**config.mk**
```make
export PLATFORM = sky130hd
export DESIGN_NAME = lsu_sram_master
export DESIGN_NICKNAME = d
export VERILOG_FILES = /design/src/rtl/lsu_sram_master_pkg.sv /design/src/rtl/lsu_sram_master_load_align.sv /design/src/rtl/lsu_sram_master.sv
export SDC_FILE = /design/constraint.sdc
export NUM_CORES = 1
export LEC_CHECK = 0
export ABC_CLOCK_PERIOD_IN_PS = 1930
export BUFFER_PORTS_ARGS = -buffer_cell sky130_fd_sc_hd__buf_4
export CAP_MARGIN = 10
export CORE_MARGIN = 4
export CORE_UTILIZATION = 35
export CTS_BUF_LIST = sky130_fd_sc_hd__clkbuf_4 sky130_fd_sc_hd__clkbuf_8 sky130_fd_sc_hd__clkbuf_16
export DETAILED_ROUTE_END_ITERATION = 8
export HOLD_SLACK_MARGIN = 0.05
export PLACE_DENSITY = 0.57
export SETUP_SLACK_MARGIN = 0.5
export SYNTH_ARGS = -nofsm -noshare
export SYNTH_HDL_FRONTEND = slang
export SYNTH_HIERARCHICAL = 1
export SYNTH_SLANG_ARGS = --single-unit
```
**constraint.sdc**
```tcl
create_clock -name clk -period 1.93 [get_ports clk]
set_input_delay 0.193 -clock clk [delete_from_list [all_inputs] [get_ports clk]]
set_output_delay 0.193 -clock clk [all_outputs]
set_load 0.05 [all_outputs]
```
**src/rtl/lsu_sram_master_pkg.sv**
```systemverilog
// Shared definitions for the LSU-to-SRAM master: access sizes, FSM states,
// alignment check and the sub-word lane select/merge helpers.
package lsu_sram_master_pkg;

  localparam logic [1:0] SZ_B = 2'b00;
  localparam logic [1:0] SZ_H = 2'b01;
  localparam logic [1:0] SZ_W = 2'b10;

  typedef enum logic [1:0] {
    ST_IDLE  = 2'b00,
    ST_MERGE = 2'b01,
    ST_RESP  = 2'b10
  } state_t;

  // Size 2'b11 has no legal encoding, so it is reported as misaligned.
  function automatic logic misaligned(input logic [1:0] size, input logic [1:0] off);
    logic r;
    case (size)
      SZ_B:    r = 1'b0;
      SZ_H:    r = off[0];
      SZ_W:    r = (off != 2'b00);
      default: r = 1'b1;
    endcase
    return r;
  endfunction

  function automatic logic [3:0] lane_sel(input logic [1:0] size, input logic [1:0] off);
    logic [3:0] r;
    case (size)
      SZ_B:    r = 4'b0001 << off;
      SZ_H:    r = off[1] ? 4'b1100 : 4'b0011;
      default: r = 4'b1111;
    endcase
    return r;
  endfunction

  function automatic logic [31:0] merge_word(input logic [31:0] old_word,
                                             input logic [31:0] wdata,
                                             input logic [1:0]  size,
                                             input logic [1:0]  off);
    logic [31:0] rep;
    logic [31:0] res;
    logic [3:0]  sel;
    case (size)
      SZ_B:    rep = {4{wdata[7:0]}};
      SZ_H:    rep = {2{wdata[15:0]}};
      default: rep = wdata;
    endcase
    sel = lane_sel(size, off);
    res = old_word;
    for (int i = 0; i < 4; i++) begin
      if (sel[i]) res[8*i +: 8] = rep[8*i +: 8];
    end
    return res;
  endfunction

endpackage

```
**src/rtl/lsu_sram_master_load_align.sv**
```systemverilog
// Selects the addressed byte/half of a captured word and zero/sign extends it.
module lsu_load_align
  import lsu_sram_master_pkg::*;
#(
  parameter int WIDTH = 32
) (
  input  logic [WIDTH-1:0] i_word,
  input  logic [1:0]       i_off,
  input  logic [1:0]       i_size,
  input  logic             i_unsigned,
  output logic [WIDTH-1:0] o_data
);

  logic [7:0]  w_byte;
  logic [15:0] w_half;

  always_comb begin
    w_byte = i_word[{i_off, 3'b000} +: 8];
    w_half = i_off[1] ? i_word[31:16] : i_word[15:0];
    case (i_size)
      SZ_B:    o_data = {{24{w_byte[7] & ~i_unsigned}}, w_byte};
      SZ_H:    o_data = {{16{w_half[15] & ~i_unsigned}}, w_half};
      default: o_data = i_word;
    endcase
  end

endmodule

```
**src/rtl/lsu_sram_master.sv**
```systemverilog
// Single-outstanding load/store master for a 1R1W SRAM with async read.
// Sub-word stores read-modify-write through a MERGE cycle; every request ends in one RESP cycle.
module lsu_sram_master
  import lsu_sram_master_pkg::*;
#(
  parameter  int WIDTH = 32,
  parameter  int DEPTH = 4,
  localparam int AW    = $clog2(DEPTH) + 2
) (
  input  logic             clk,
  input  logic             rst,
  input  logic             req_valid,
  output logic             req_ready,
  input  logic             req_we,
  input  logic [1:0]       req_size,
  input  logic             req_unsigned,
  input  logic [AW-1:0]    req_addr,
  input  logic [WIDTH-1:0] req_wdata,
  output logic             rsp_valid,
  output logic [WIDTH-1:0] rsp_rdata,
  output logic             rsp_err,
  output logic [AW-1:0]    rd_addr0,
  output logic [AW-1:0]    wr_addr0,
  output logic [WIDTH-1:0] wr_din0,
  output logic             we0,
  input  logic [WIDTH-1:0] rd_dout0
);

  state_t           r_state;
  logic [AW-1:0]    r_addr;
  logic [1:0]       r_size;
  logic             r_uns;
  logic             r_we;
  logic [WIDTH-1:0] r_wdata;
  logic [WIDTH-1:0] r_word;
  logic             r_err;

  logic             w_idle;
  logic             w_accept;
  logic             w_mis;
  logic             w_word_st;
  logic [WIDTH-1:0] w_load;

  assign w_idle    = (r_state == ST_IDLE);
  assign w_accept  = req_valid & w_idle & rst;
  assign w_mis     = misaligned(req_size, req_addr[1:0]);
  assign w_word_st = w_accept & req_we & ~w_mis & (req_size == SZ_W);

  always_ff @(posedge clk or negedge rst) begin
    if (!rst) begin
      r_state <= ST_IDLE;
      r_addr  <= '0;
      r_size  <= '0;
      r_uns   <= 1'b0;
      r_we    <= 1'b0;
      r_wdata <= '0;
      r_word  <= '0;
      r_err   <= 1'b0;
    end else begin
      case (r_state)
        ST_IDLE: begin
          if (w_accept) begin
            r_addr  <= req_addr;
            r_size  <= req_size;
            r_uns   <= req_unsigned;
            r_we    <= req_we;
            r_wdata <= req_wdata;
            r_word  <= rd_dout0;
            r_err   <= w_mis;
            // Only aligned sub-word stores need the extra read-modify-write cycle.
            r_state <= (req_we && !w_mis && req_size != SZ_W) ? ST_MERGE : ST_RESP;
          end
        end
        ST_MERGE: r_state <= ST_RESP;
        ST_RESP:  r_state <= ST_IDLE;
        default:  r_state <= ST_IDLE;
      endcase
    end
  end

  lsu_load_align #(.WIDTH(WIDTH)) u_align (
    .i_word     (r_word),
    .i_off      (r_addr[1:0]),
    .i_size     (r_size),
    .i_unsigned (r_uns),
    .o_data     (w_load)
  );

  assign req_ready = w_idle;
  assign rd_addr0  = w_idle ? req_addr : r_addr;
  assign we0       = w_word_st | (r_state == ST_MERGE);
  assign wr_addr0  = w_word_st ? req_addr : ((r_state == ST_MERGE) ? r_addr : '0);
  assign wr_din0   = w_word_st ? req_wdata :
                     ((r_state == ST_MERGE) ? merge_word(r_word, r_wdata, r_size, r_addr[1:0]) : '0);
  assign rsp_valid = (r_state == ST_RESP);
  assign rsp_err   = (r_state == ST_RESP) & r_err;
  assign rsp_rdata = ((r_state == ST_RESP) && !r_we && !r_err) ? w_load : '0;

endmodule

```
==> qor.csv <==
stage,metric,value,unit
drt,final_antenna_net_count,0,
critical_path,r2r-start,r_state[0],
placed_design,placed_area,0.007380,mm²
job,maxCapViolCount,0,
die,dieArea,0.01637,mm²
global_route,grt_max_degree,76,
clock_tree,cts_sinks,75,
critical_path,critPathLaunchType,flop,
finish,final_area,0.01141,mm²
logic_synthesis,synth_cells,660,
pwr,powerDensity,737.6,mW/mm²
clock_tree,cts_tree,done,
sta,rsz0062_at_grt,true,
drt,drt_wl_total,28.04,mm
logic_synthesis,yosysSeqAreaShare,0.3728,
finish,fin_nets,1038,
die,die_y,127.9,µm
sta,relSlewSlack,0.3008,
sta,setup_ws,-0.3805,ns
global_route,grt_pass1_vias,6323,
finish,area_delta_synth_final,126.6,%
die,core,0.01399,mm²
clock_tree,cts_buffer_depth,2,
critical_path,critPathMaxFanout,8,
critical_path,path_class,flop to primary output,
worst_hold_path,hold_path_end,r_word[7],
drt,first_pass_iters,7,
finish,nFillCells,788,
placed_design,gp_congestion,0.9022,
die,initial_core_util,0.3599,
worst_hold_path,min_path_cells,3,
global_route,antenna_found_initial,0,
drt,wl_per_cell,24.43,µm
logic_synthesis,synthArstFlopShare,1.000,
clock_tree,clkTransAtPathRegs,0.07,ns
logic_synthesis,synth_ff_type,dfrtp_1,
logic_synthesis,synth_area_per_cell,7.629,µm²
critical_path,reg2reg_depth,12,
critical_path,rrSetupSlack,-0.22,ns
drt,drc_errors,0,
logic_synthesis,syn_nets,735,
die,rows,43,
logic_synthesis,netlist.top_cell.by_area,dfrtp_1,
critical_path,crit_required,1.74,ns
sta,post-route-min-period,2.310,ns
sta,finalHoldViolCount,0,
worst_hold_path,min_path_type,primary input to flop,
outcome,status,"finished, violations left",
drt,drtIter0Drc,774,
sta,worst_pin_slew,1.049,ns
global_route,grt_usage,0.2941,
drt,drt-vias-per-instance,5.868,
critical_path,cp-end-kind,primary output,
critical_path,reg2reg_to,r_wdata[2],
placed_design,hpwl,14.55,mm
clock_tree,clk_latency,0.36,ns
sta,fmax,0.4328,GHz
clock_tree,cts_buffers,9,
drt,vias,6736,
die,io_pins,151,
die,die_x,127.9,µm
logic_synthesis,synth.top_cell.area_share,0.3728,
worst_hold_path,holdCritStartpoint,rd_dout0[7],
placed_design,place_ws,-0.07157,ns
logic_synthesis,ys_ff_latch,75,
sta,fin_crit_sh,1.197,
logic_synthesis,synth_edf_count,0,
global_route,grt_overflow,0,
finish,final_core_util,0.8155,
sta,finalSetupViolCount,115,
placed_design,port_buffers,150,
logic_synthesis,synthesis.area,0.005035,mm²
outcome,violations,setup timing,
sta,slew_viol_final,0,
clock_tree,h-tree-depth,3,
pwr,leakage,5.167,nW
critical_path,cp.arrival,2.12,ns
sta,setup_tns,-27.63,ns
logic_synthesis,yosysUniqueCellTypes,52,
sta,clock_skew,0.008805,ns
pwr,ir_drop,0.6830,mV
sta,hold_slack,0.04683,ns
clock_tree,clockRootBuffer,clkbuf_16,
finish,insertedDiodeCount,0,
logic_synthesis,ys_top_cells_by_area,"dfrtp_1 (37%), nand2_1 (20%), and2_1 (4.2%), a221o_1 (3.2%), nand2b_1 (3.1%)",
finish,drive_gt1_frac,0.6684,
global_route,grt_pass1_wl,36.80,mm
logic_synthesis,yosys_warnings,6,
[worst max-delay path by stage]
stage	from	end	slack, ns	cells past startpoint
floorplan	r_size[0]	wr_din0[14]	0.23	5
global placement	r_size[0]	wr_din0[8]	-0.02	7
detailed placement	r_size[1]	wr_din0[17]	-0.07	4
CTS	r_addr[0]	rsp_rdata[9]	-0.34	7
global route	r_state[0]	wr_din0[25]	-0.47	8
finish	r_addr[0]	rsp_rdata[9]	-0.38	7
[stage by stage]
stage,instances,total power [mW]
2_1_floorplan,660,3.790
3_3_place_gp,999,4.731
3_5_place_dp,999,4.762
4_1_cts,1092,7.487
5_1_grt,1148,8.697
6_report,1148,8.414
[logic make-up after synthesis]
kind of cell           count (synthesis)  synth area share
flip-flops                            75            0.3728
buffers and inverters                 58           0.05765
multiplexers                           6           0.01367
AND/OR/NAND/NOR                      396            0.3762
AO/OA/AOI/OAI                        125            0.1797
[cell type report]
type,count,area (µm²),share of cell area
Sequential cell,75,1884,0.1652
Timing Repair Buffer,345,4150,0.3638
Inverter,4,20.02,0.001755
Clock buffer,10,239.0,0.02095
Clock inverter,6,72.57,0.006362
Tap cell,180,225.2,0.01974
Multi-Input combinational cell,528,4816,0.4222
[worst max-delay path, stage by stage, from the launching register on]
cell	delay, ns
dfrtp_2	0.51
mux2i_2	0.29
mux2_4	0.21
nor4_4	0.04
buf_6	0.14
a221o_1	0.28
and2_4	0.15
buf_8	0.14
[registers in the layout, summed over array words and instances, names as in the netlist]
name / count
r_size: 2
r_wdata: 32
r_state: 2
r_addr: 4
r_we: 1
r_uns: 1
r_err: 1
r_word: 32
[cells in the final DEF (no fill, tap or decap), types with 7 or more instances in the layout]
| master | synthesis | routed |
|---|---|---|
| nand2_8 | 0 | 10 |
| buf_6 | 2 | 71 |
| dfrtp_1 | 75 | 69 |
| buf_8 | 0 | 55 |
| buf_16 | 0 | 15 |
| a221o_1 | 16 | 8 |
| o21ai_1 | 3 | 14 |
| a221o_2 | 0 | 8 |
| nand2_4 | 0 | 48 |
| dlygate4sd3_1 | 0 | 23 |
| clkbuf_16 | 0 | 21 |
| buf_12 | 0 | 23 |
| nand2b_1 | 25 | 19 |
| or3b_1 | 8 | 8 |
| o22ai_4 | 0 | 8 |
| o311ai_4 | 0 | 7 |
| a21oi_2 | 0 | 10 |
| and2_4 | 0 | 34 |
| nor3_2 | 0 | 13 |
| nand2_1 | 269 | 139 |
| buf_4 | 7 | 145 |
| a21oi_4 | 0 | 7 |
| nand2_2 | 1 | 74 |
| o32ai_4 | 0 | 16 |
[timing repair]
item                                    CTS  global route
cloned                                   15            14
buffers inserted                         39            42
hold buffers                             23             0
gates resized for setup                 243           274
hold endpoints to repair                 23             0
endpoints found under the setup margin  128           151
pin swaps                                22           122
[per-layer routing]
layer,vias to the layer above,wire length (µm),global-route usage
met5,-,0,0
met4,0,1206,0.1030
met3,98,2368,0.05250
met2,422,13940,0.4920
met1,3310,10520,0.3823
li1,2906,-,-
[cells in the mapped netlist, drive strengths merged (8+ instances only)]
| cell type | n |
|---|---|
| nor4b | 8 |
| a211oi | 9 |
| o311ai | 8 |
| buf | 32 |
| nand2b | 25 |
| a221o | 16 |
| clkbuf | 22 |
| a21oi | 21 |
| and2 | 34 |
| o21ai | 24 |
| or4b | 8 |
| dfrtp | 75 |
| o32ai | 16 |
| o22ai | 9 |
| nand2 | 270 |
| nor2b | 10 |
| nor3 | 17 |
| or3b | 8 |
[report_power, final]
part | switching [mW] | leakage, nW | internal (mW)
Combinational | 2.23 | 4.09 | 2.05
Sequential | 0.469 | 0.925 | 1.84
Clock | 0.765 | 0.150 | 1.05
Total | 3.47 | 5.17 | 4.95
(Power assumes the default switching activity.)
